**config.mk**
```make
export PLATFORM = sky130hd
export DESIGN_NAME = mem_arbiter
export DESIGN_NICKNAME = d
export VERILOG_FILES = /design/src/rtl/mem_arbiter_pkg.sv /design/src/rtl/mem_arbiter_rr_picker.sv /design/src/rtl/mem_arbiter.sv
export SDC_FILE = /design/constraint.sdc
export NUM_CORES = 1
export LEC_CHECK = 0
export BUFFER_PORTS_ARGS = -buffer_cell sky130_fd_sc_hd__buf_2
export CORE_AREA = 2 2 195 197
export DETAILED_ROUTE_END_ITERATION = 10
export DIE_AREA = 0 0 197 199
export GPL_TIMING_DRIVEN = 1
export PLACE_DENSITY = 0.54
export SLEW_MARGIN = 20
export SYNTH_ARGS = -nofsm -noshare
export SYNTH_HDL_FRONTEND = slang
export SYNTH_HIERARCHICAL = 1
export SYNTH_SLANG_ARGS = --single-unit
```
**constraint.sdc**
```tcl
create_clock -name clk -period 1.4 [get_ports clk]
set_clock_uncertainty 0.15 [all_clocks]
set_input_delay 0.14 -clock clk [delete_from_list [all_inputs] [get_ports clk]]
set_output_delay 0.14 -clock clk [all_outputs]
set_load 0.05 [all_outputs]
```
**src/rtl/mem_arbiter_pkg.sv**
```systemverilog
// Shared types for the memory request/response channel, plus the access_id
// prefix constants that tie each requester to its arbiter port.
package mem_arbiter_pkg;

   localparam int ACCESS_ID_WIDTH   = 8;
   localparam int ADDR_WIDTH        = 32;
   localparam int DATA_WIDTH        = 32;
   localparam int MEM_ARB_MAX_PORTS = 4;

   // Top two access_id bits name the owning requester port.
   localparam logic [1:0] ID_PREFIX_VLSU   = 2'b00;
   localparam logic [1:0] ID_PREFIX_ICACHE = 2'b01;

   typedef enum logic [1:0] {
      READ_REQ  = 2'd0,
      READ_RSP  = 2'd1,
      WRITE_REQ = 2'd2,
      WRITE_RSP = 2'd3
   } access_type_t;

   typedef struct packed {
      logic                        vld;
      access_type_t                access_type;
      logic [ACCESS_ID_WIDTH-1:0]  access_id;
      logic [ADDR_WIDTH-1:0]       addr;
      logic [2:0]                  access_length;
      logic [DATA_WIDTH/8-1:0]     byte_en;
      logic [DATA_WIDTH-1:0]       data;
   } request_t;

   function automatic logic [1:0] id_prefix(input logic [ACCESS_ID_WIDTH-1:0] id);
      return id[ACCESS_ID_WIDTH-1:ACCESS_ID_WIDTH-2];
   endfunction

endpackage

```
**src/rtl/mem_arbiter_rr_picker.sv**
```systemverilog
// Combinational round-robin selector: the first valid requester at or after
// rr_ptr (wrapping) wins, reported one-hot.
module rr_picker #(
   parameter int N     = 2,
   parameter int PTR_W = 1
) (
   input  logic [N-1:0]     vld,
   input  logic [PTR_W-1:0] rr_ptr,
   output logic [N-1:0]     winner,
   output logic             any
);

   // Outer loop walks search order from rr_ptr; the first hit blocks the rest.
   always_comb begin
      winner = '0;
      any    = 1'b0;
      for (int i = 0; i < N; i++) begin
         for (int j = 0; j < N; j++) begin
            if (!any && vld[j] && (((int'(rr_ptr) + i) % N) == j)) begin
               winner[j] = 1'b1;
               any       = 1'b1;
            end
         end
      end
   end

endmodule

```
**src/rtl/mem_arbiter.sv**
```systemverilog
// Round-robin arbiter from up to four requesters onto one memory request
// channel, with a one-entry output slot and prefix-steered response routing.
module mem_arbiter
   import mem_arbiter_pkg::*;
#(
   parameter int NUM_PORTS = 2
) (
   input  logic                 clk,
   input  logic                 reset,
   input  request_t             req [NUM_PORTS],
   output logic [NUM_PORTS-1:0] grant,
   output request_t             rsp [NUM_PORTS],
   output request_t             mem_req,
   input  logic                 mem_ready,
   input  request_t             mem_rsp,
   output logic [7:0]           drop_count
);

   localparam int PTR_W = (NUM_PORTS > 1) ? $clog2(NUM_PORTS) : 1;

   logic [PTR_W-1:0]     rr_ptr;
   logic [PTR_W-1:0]     next_ptr;
   logic [NUM_PORTS-1:0] req_vld;
   logic [NUM_PORTS-1:0] winner;
   logic                 any_vld;
   logic                 slot_free;
   request_t             win_req;
   logic [1:0]           rsp_prefix;

   always_comb begin
      req_vld = '0;
      for (int p = 0; p < NUM_PORTS; p++) begin
         req_vld[p] = req[p].vld;
      end
   end

   rr_picker #(
      .N     (NUM_PORTS),
      .PTR_W (PTR_W)
   ) u_picker (
      .vld    (req_vld),
      .rr_ptr (rr_ptr),
      .winner (winner),
      .any    (any_vld)
   );

   assign slot_free = !mem_req.vld || mem_ready;

   // Grants are held low while reset is asserted so no requester believes it
   // was accepted by a slot that is being cleared.
   assign grant = (reset && slot_free) ? winner : '0;

   always_comb begin
      win_req  = '0;
      next_ptr = rr_ptr;
      for (int j = 0; j < NUM_PORTS; j++) begin
         if (winner[j]) begin
            win_req  = req[j];
            next_ptr = PTR_W'((j + 1) % NUM_PORTS);
         end
      end
   end

   always_ff @(posedge clk or negedge reset) begin
      if (!reset) begin
         mem_req <= '0;
         rr_ptr  <= '0;
      end else if (slot_free) begin
         if (any_vld) begin
            mem_req <= win_req;
            rr_ptr  <= next_ptr;
         end else begin
            mem_req.vld <= 1'b0;
         end
      end
   end

   assign rsp_prefix = id_prefix(mem_rsp.access_id);

   // Responses cannot be stalled, so prefixes with no owning port are counted
   // and discarded rather than held.
   always_ff @(posedge clk or negedge reset) begin
      if (!reset) begin
         for (int p = 0; p < NUM_PORTS; p++) begin
            rsp[p] <= '0;
         end
         drop_count <= '0;
      end else begin
         for (int p = 0; p < NUM_PORTS; p++) begin
            if (mem_rsp.vld && (int'(rsp_prefix) == p)) begin
               rsp[p] <= mem_rsp;
            end else begin
               rsp[p].vld <= 1'b0;
            end
         end
         if (mem_rsp.vld && (int'(rsp_prefix) >= NUM_PORTS) && (drop_count != 8'hFF)) begin
            drop_count <= drop_count + 8'd1;
         end
      end
   end

endmodule

```
==> results of run 1 <==
==> layout make-up <==
cell class | count | area (sq um)
Inverter | 4 | 15.0
Fill cell | 2961 | 16500
Multi-Input combinational cell | 607 | 4300
Sequential cell | 255 | 6390
Clock inverter | 7 | 38.8
Antenna cell | 10 | 25.0
Clock buffer | 42 | 845
Tap cell | 474 | 593
Timing Repair Buffer | 913 | 8420
==> layer usage <==
layer  track usage  vias up  share of wire
met5             0        -              0
met4        0.0860        0          0.038
met3        0.0539      108          0.073
met2         0.367      445           0.51
met1         0.227     5198           0.38
li1              -     4911              -
==> state kept, by name, summed over array words and instances, names as in the netlist <==
register,count
rsp,164
mem_req,82
drop_count,8
rr_ptr,1
==> cell usage in the layout, fill, tap and decap left out, drive strengths merged, types with 3 or more instances in the layout <==
master,Yosys,routed
inv,4,4
nor2,164,164
bufbuf,0,4
nand3,3,3
nand2,241,241
a21oi,7,7
clkinv,0,7
clkbuf,0,46
nand4,3,3
and3,4,4
and2,3,3
dfrtp,255,255
o21ai,3,3
dlygate4sd3,0,246
diode,0,10
buf,61,659
mux2,80,80
a221oi,80,80
==> per-stage QoR <==
step           hold slack (ns)   util  std cells
3_5_place_dp           0.00549  0.381       1893
3_3_place_gp           0.00813  0.381       1893
6_report                -0.103  0.556       2312
5_1_grt                -0.0934  0.555       2310
4_1_cts                 -0.111  0.533       2249
2_1_floorplan           -0.306      -        927
==> kinds of logic (layout without fill, tap and decap cells) <==
logic type      after synthesis  in the layout  share of synthesized area
buf+inv                      65            966                     0.0467
compound gates               93             93                      0.118
xor+xnor                      4              4                    0.00324
flops                       255            255                      0.589
fa+ha+maj                     1              1                    0.00116
simple gates                428            428                      0.155
mux                          81             81                     0.0865
other cells                   0             10                          0
==> report_power, final <==
part	leakage (nW)	internal (mW)	switching, mW
registers	3.08	8.79	1.14
logic	6.45	5.99	8.30
clock network	0.442	4.13	3.02
==> cells in the mapped netlist, drive strengths merged, types with 2 or more instances <==
| library cell | count | share of area |
|---|---|---|
| mux2 | 80 | 0.086 |
| xnor2 | 2 | 0.0016 |
| dfrtp | 255 | 0.59 |
| and3 | 4 | 0.0023 |
| a221oi | 80 | 0.11 |
| nand2 | 241 | 0.084 |
| nand4 | 3 | 0.0017 |
| nor2 | 164 | 0.057 |
| o21ai | 3 | 0.0014 |
| a21boi | 2 | 0.0014 |
| inv | 4 | 0.0014 |
| nand2b | 2 | 0.0018 |
| buf | 61 | 0.045 |
| a21oi | 7 | 0.0032 |
| xor2 | 2 | 0.0016 |
| and2 | 3 | 0.0018 |
| and2b | 2 | 0.0016 |
| nor2b | 2 | 0.0012 |
| nand3 | 3 | 0.0014 |
==> timing repair <==
item	in CTS	in global routing
gates cloned	5	4
pin swaps	6	8
setup endpoints to repair	339	350
resized for setup	540	50
buffers inserted	57	49
hold endpoints to repair	497	2
hold buffers	246	1
==> worst max-delay path by stage <==
| stage | startpoint | cells past startpoint | end |
|---|---|---|---|
| 6_report | rr_ptr | 4 | grant[0] |
| 5_1_grt | rr_ptr | 4 | grant[0] |
| 3_5_place_dp | rr_ptr | 5 | mem_req[31] |
| 2_1_floorplan | drop_count[0] | 4 | drop_count[1] |
| 4_1_cts | rr_ptr | 5 | grant[1] |
| 3_3_place_gp | rr_ptr | 5 | mem_req[43] |
==> critical path: stages (launching register included) <==
cell and delay, ns:
sky130_fd_sc_hd__dfrtp_1 0.41, sky130_fd_sc_hd__a21boi_2 0.16, sky130_fd_sc_hd__buf_4 0.14, sky130_fd_sc_hd__and3_4 0.18, sky130_fd_sc_hd__buf_8 0.14
==> impl_table.tex, run 1 <==
\begin{tabular}{lr}
\hline
Metric & Value \\
\hline
\multicolumn{2}{l}{\textbf{Place}} \\
\quad Placer congestion estimate & 0.780 \\
\quad IO Port Bufs & 504 \\
\quad Cell area after placement & 0.0142 sq mm \\
\quad Pre-CTS setup slack & -0.220 ns \\
\quad Half-perimeter wire length after detailed placement & approximately 26,000 microns \\
\multicolumn{2}{l}{\textbf{GRT}} \\
\quad Global route total overflow & 0 \\
\quad Antenna violations before repair & 9 \\
\quad GRT Overall Usage & 0.203 \\
\quad Number of global-route vias before repair & 11,454 \\
\quad First-pass GRT wire length & between 60,000 and 70,000 microns \\
\quad Pin count of the biggest net entering global routing & 64 \\
\multicolumn{2}{l}{\textbf{Synth}} \\
\quad Post-synthesis sequential element count & 255 \\
\quad Unique cell type count in the Yosys netlist & 36 \\
\quad Synth warn & 6 \\
\quad Syn\_area\_per\_cell & 11.7 sq um \\
\quad Async set or reset register ratio after synthesis & 1.00 \\
\quad Total nets after synthesis & roughly 1,200 \\
\quad Number of enable-type register cells in the synthesized netlist & 0 \\
\quad Number of standard cells after synthesis & 927 \\
\quad Netlist area before placement & 0.0108 sq mm \\
\quad Main synth FF type & sky130\_fd\_sc\_hd\_\_dfrtp\_1 \\
\quad Portion of the post-synthesis area used by sequential elements & 0.589 \\
\multicolumn{2}{l}{\textbf{Timing}} \\
\quad Endpoints failing hold & 2 \\
\quad Peak Freq & 537 MHz \\
\quad Setup TNS Final & -31.46 ns \\
\quad Normalized max-slew margin & 0.737 \\
\quad Final critical path time including I/O delays and setup & approximately 1.9 ns \\
\quad Setup slack after layout & -0.461 ns \\
\quad Slew @ Worst Pin & 0.395 ns \\
\quad Setup repair after global routing missed its margin & yes \\
\quad Final Cycle Share & 1.33 \\
\quad Worst Hold Slack & -0.103 ns \\
\quad Count of final max-slew check failures & 0 \\
\quad Final setup violation count & 132 \\
\multicolumn{2}{l}{\textbf{Setup path}} \\
\quad Critical path arrival & around 1.6 ns \\
\quad Reg2reg path depth & 8 \\
\quad Crit path max fanout & 3 \\
\quad Data required time at the worst endpoint & between 1 and 1.5 ns \\
\quad Critical path start-end classification & flop to output port \\
\quad Type of element launching the critical path & flop \\
\quad Worst Setup End Kind & output port \\
\quad Worst reg2reg startpoint & rr\_ptr \\
\quad Setup slack on the worst flop-to-flop path & -0.45 ns \\
\quad FF-to-FF End & mem\_req[7] \\
\multicolumn{2}{l}{\textbf{CTS}} \\
\quad TritonCTS clock tree & built \\
\quad Cell at the root of the clock tree & sky130\_fd\_sc\_hd\_\_clkbuf\_16 \\
\quad Clock-pin slew reported for the worst setup and hold paths after clock tree synthesis & approximately 0.06 ns \\
\quad Clock buffer count from CTS & 29 \\
\quad Worst skew pair latency & between 0.5 and 0.6 ns \\
\quad Number of H-tree levels & 1 \\
\quad Maximum root-to-sink buffer count & 3 \\
\quad Number of clock sinks & 255 \\
\multicolumn{2}{l}{\textbf{Finish}} \\
\quad Layout net count & 2,060 \\
\quad Area growth, synth to finish & 90.5\% \\
\quad Fraction of layout cells with a size suffix above 1 & 0.496 \\
\quad Final non-filler cell area & 0.0206 sq mm \\
\multicolumn{2}{l}{\textbf{Outcome}} \\
\quad Status & finished, violations left \\
\quad Failing checks & negative hold slack, negative setup slack \\
\multicolumn{2}{l}{\textbf{Floorplanning}} \\
\quad Floorplan die height & 199 microns \\
\quad I/O pins & 505 \\
\quad Die boundary width & 197 microns \\
\quad Area of the core region & roughly 0.037 sq mm \\
\quad Num rows & 71 \\
\quad Starting density of the core & 0.292 \\
\quad Full die area & 0.0392 sq mm \\
\multicolumn{2}{l}{\textbf{Power}} \\
\quad Total power draw & about 31 mW \\
\quad Leakage Power & $\sim$10 nW \\
\quad Peak supply drop & between 1 and 1.5 mV \\
\quad Areal power density over the cells & between 1500 and 2000 mW/mm\^{}2 \\
\multicolumn{2}{l}{\textbf{Detailed routing}} \\
\quad Number of vias in the routed layout & 10,662 \\
\quad Vias per cell & about 4.6 \\
\quad Number of search-and-repair iterations in the first detailed-routing pass & 4 \\
\quad Residual DRC & 0 \\
\quad Average wire per cell in the routed design & 18.5 microns \\
\quad Total Wirelength & approximately 43,000 microns \\
\quad DRC violation total after the first TritonRoute iteration & 317 \\
\quad Number of routed nets with antenna violations & 0 \\
\multicolumn{2}{l}{\textbf{Min path}} \\
\quad Hold Startpoint & mem\_ready \\
\quad Hold Path Cell Cnt & 4 \\
\quad Hold Path Class & primary input to flop \\
\quad End point of the worst hold path & mem\_req[81] \\
\multicolumn{2}{l}{\textbf{Job}} \\
\quad Number of max-capacitance violations reported & 0 \\
\hline
\end{tabular}
Note: power is estimated with default switching activity, not from simulation.
==> run 2, diff against run 1 <==
==> constraint.sdc (replaced) <==
create_clock -name clk -period 1.4 [get_ports clk]
set_clock_uncertainty 0.15 [all_clocks]
set_input_delay 0.28 -clock clk [delete_from_list [all_inputs] [get_ports clk]]
set_output_delay 0.28 -clock clk [all_outputs]
set_load 0.05 [all_outputs]
==> run 2 against run 1 <==
The run still ends with negative hold slack, negative setup slack left. Core utilization increased by 2.2 points. Clock-buffer cell count grew 5. Global-route usage rose by 0.44 points. Sequential share of layout area decreased by 1.2 points. Worst hold slack improved by 0.031 ns. Die area unchanged. Flip-flop and latch count is the same. Maximum frequency decreased by 7.5%. Sequential power barely moved. Critical endpoint is now grant[1].
==> impl_table.tex, run 2 (synthesized netlist as in run 1, its figures left out) <==
\begin{tabular}{lr}
\hline
Metric & Value \\
\hline
\multicolumn{2}{l}{\textbf{Outcome}} \\
\quad Status & finished, violations left \\
\quad Failing checks & negative hold slack, negative setup slack \\
\multicolumn{2}{l}{\textbf{GRT}} \\
\quad First-pass GRT wire length & 64,200 microns \\
\quad Pin count of the biggest net entering global routing & just over 90 \\
\quad Global route total overflow & 0 \\
\quad Antenna violations before repair & 6 \\
\quad Number of global-route vias before repair & 11,627 \\
\quad GRT Overall Usage & 0.208 \\
\multicolumn{2}{l}{\textbf{Detailed routing}} \\
\quad DRC violation total after the first TritonRoute iteration & about 380 \\
\quad Number of routed nets with antenna violations & 0 \\
\quad Average wire per cell in the routed design & 18.9 microns \\
\quad Number of vias in the routed layout & 10,897 \\
\quad Total Wirelength & 44,800 microns \\
\quad Number of search-and-repair iterations in the first detailed-routing pass & 4 \\
\quad Residual DRC & 0 \\
\quad Vias per cell & around 4.6 \\
\multicolumn{2}{l}{\textbf{Floorplanning}} \\
\quad Floorplan die height & 199 microns \\
\quad Num rows & roughly 70 \\
\quad Area of the core region & between 0.03 and 0.04 sq mm \\
\quad I/O pins & 505 \\
\quad Die boundary width & 197 microns \\
\quad Starting density of the core & 0.292 \\
\quad Full die area & slightly below 0.04 sq mm \\
\multicolumn{2}{l}{\textbf{Setup path}} \\
\quad Worst path slowest cell & sky130\_fd\_sc\_hd\_\_dfrtp\_1 \\
\quad Data required time at the worst endpoint & 0.97 ns \\
\quad Buffers \& Inverters on Critical Path & 3 \\
\quad Crit path max fanout & 3 \\
\quad Type of element launching the critical path & flop \\
\quad Critical path arrival & 1.58 ns \\
\quad Series of cell instances along the critical path & inv\_2, a21boi\_4, buf\_6, and3\_4, buf\_8 \\
\quad Worst Setup End Kind & output port \\
\quad Critical path start-end classification & flop to output port \\
\quad Peak per-stage delay on the critical path & 0.39 ns \\
\quad Category of cells accounting for the largest share of critical-path delay & flip-flops \\
\multicolumn{2}{l}{\textbf{Finish}} \\
\quad Fraction of layout cells with a size suffix above 1 & 0.510 \\
\quad Layout net count & 2,111 \\
\quad Filler cells & 2,884 \\
\quad Register bank with the most flops & rsp \\
\quad Commonest cells after routing, fill and taps aside & sky130\_fd\_sc\_hd\_\_buf\_6 (260), sky130\_fd\_sc\_hd\_\_buf\_2 (247), sky130\_fd\_sc\_hd\_\_dfrtp\_1 (246) \\
\quad Registers with the most flip-flops & rsp (164), mem\_req (82), drop\_count (8) \\
\quad Area growth, synth to finish & 98.1\% \\
\quad Most common cell after layout, fill and taps aside & sky130\_fd\_sc\_hd\_\_buf\_6 \\
\quad Number of flip-flops under the largest register name & around 160 \\
\multicolumn{2}{l}{\textbf{Timing}} \\
\quad Final setup violation count & 340 \\
\quad Slew @ Worst Pin & around 0.52 ns \\
\quad Peak Freq & 497 MHz \\
\quad Final critical path time including I/O delays and setup & 2.01 ns \\
\quad Setup slack after layout & -0.612 ns \\
\quad Worst Hold Slack & -0.0725 ns \\
\quad Final Cycle Share & 1.44 \\
\quad Normalized max-slew margin & 0.653 \\
\quad Endpoints failing hold & 1 \\
\quad Setup TNS Final & -63.98 ns \\
\quad Setup repair after global routing missed its margin & yes \\
\quad Count of final max-slew check failures & 0 \\
\multicolumn{2}{l}{\textbf{Power}} \\
\quad Switching Share & 0.386 \\
\quad Areal power density over the cells & 1530 mW/mm\^{}2 \\
\quad Clock Power Share & 0.240 \\
\quad Internal & between 20 and 25 mW \\
\quad Combinational cell fraction of total power & 0.456 \\
\quad Peak supply drop & 0.949 mV \\
\quad P\_sw & 12.6 mW \\
\quad Relative contribution of sequential cells to total power & 0.304 \\
\quad Leakage Power & $\sim$11 nW \\
\multicolumn{2}{l}{\textbf{CTS}} \\
\quad Number of H-tree levels & 1 \\
\quad Cell at the root of the clock tree & sky130\_fd\_sc\_hd\_\_clkbuf\_16 \\
\quad Post-CTS Hold Buffers & 242 \\
\quad Number of clock sinks & $\sim$260 \\
\quad Clock buffer count from CTS & 28 \\
\quad Worst skew pair latency & 0.55 ns \\
\quad Maximum root-to-sink buffer count & 3 \\
\quad TritonCTS clock tree & built \\
\quad Clock-pin slew reported for the worst setup and hold paths after clock tree synthesis & 0.06 ns \\
\multicolumn{2}{l}{\textbf{Place}} \\
\quad IO Port Bufs & between 500 and 600 \\
\quad Placer congestion estimate & about 0.8 \\
\quad Half-perimeter wire length after detailed placement & 27,600 microns \\
\multicolumn{2}{l}{\textbf{Job}} \\
\quad Number of max-capacitance violations reported & 0 \\
\multicolumn{2}{l}{\textbf{Min path}} \\
\quad Hold Path Class & primary input to flop \\
\hline
\end{tabular}
run 2: layout make-up:
cell class / count / area [sq um] / area share
Inverter: 4 / 15.0 / 0.000700
Antenna cell: 6 / 15.0 / 0.000700
Clock inverter: 5 / 100 / 0.00467
Multi-Input combinational cell: 607 / 4570 / 0.213
Sequential cell: 255 / 6390 / 0.298
Tap cell: 474 / 593 / 0.0276
Clock buffer: 47 / 883 / 0.0412
Timing Repair Buffer: 965 / 8890 / 0.414
run 2: worst min-delay path: stages:
cell and delay [ns]:
sky130_fd_sc_hd__buf_2 0.08, sky130_fd_sc_hd__nand2b_4 0.15, sky130_fd_sc_hd__o21ai_1 0.08
run 2: final timing paths:
path	start	endpoint	slack, ns	cells past startpoint
min in group asynchronous	reset	rr_ptr	0.03	2
max	rr_ptr	grant[1]	-0.61	5
max reg2reg	rr_ptr	mem_req[26]	-0.43	9
max in group asynchronous	reset	mem_req[63]	0.07	4
min	mem_ready	mem_req[81]	-0.07	3
min reg2reg	rsp[47]	rsp[47]	0.34	2
run 2: timing repair:
| item | 4_1_cts | 5_1_grt |
|---|---|---|
| gates resized for setup | 537 | 42 |
| endpoints found under the hold margin | 495 | 1 |
| endpoints found under the setup margin | 339 | 402 |
| pin swaps | 3 | 18 |
| buffers inserted | 79 | 57 |
| cloned | 2 | 12 |
run 2: power by group through the flow:
| stage | Combinational (mW) | Sequential [mW] | Clock [mW] |
|---|---|---|---|
| after floorplan | 2.60 | 14.6 | 0 |
| after global placement | 10.6 | 9.69 | 0 |
| after detailed placement | 10.7 | 9.72 | 0 |
| after CTS | 13.9 | 9.88 | 8.02 |
| after global routing | 15.6 | 10.1 | 8.37 |
| final | 14.9 | 9.93 | 7.85 |
run 2: through the flow:
step	utilization	area (sq um)	setup slack, ns	instances	power, mW
final	0.578	21500	-0.612	2363	32.7
after detailed placement	0.395	14700	-0.228	1914	20.4
after global placement	0.395	14700	-0.211	1914	20.3
after CTS	0.551	20500	-0.647	2289	31.8
after floorplan	-	11200	-0.191	927	17.2
after global routing	0.578	21500	-0.673	2363	34.0
run 2: layer usage:
layer	GRT usage	vias up	wire length (microns)
met5	0	-	0
met3	0.0541	108	3260
met1	0.242	5329	17000
li1	-	5005	-
met4	0.0774	0	1710
met2	0.367	455	22800
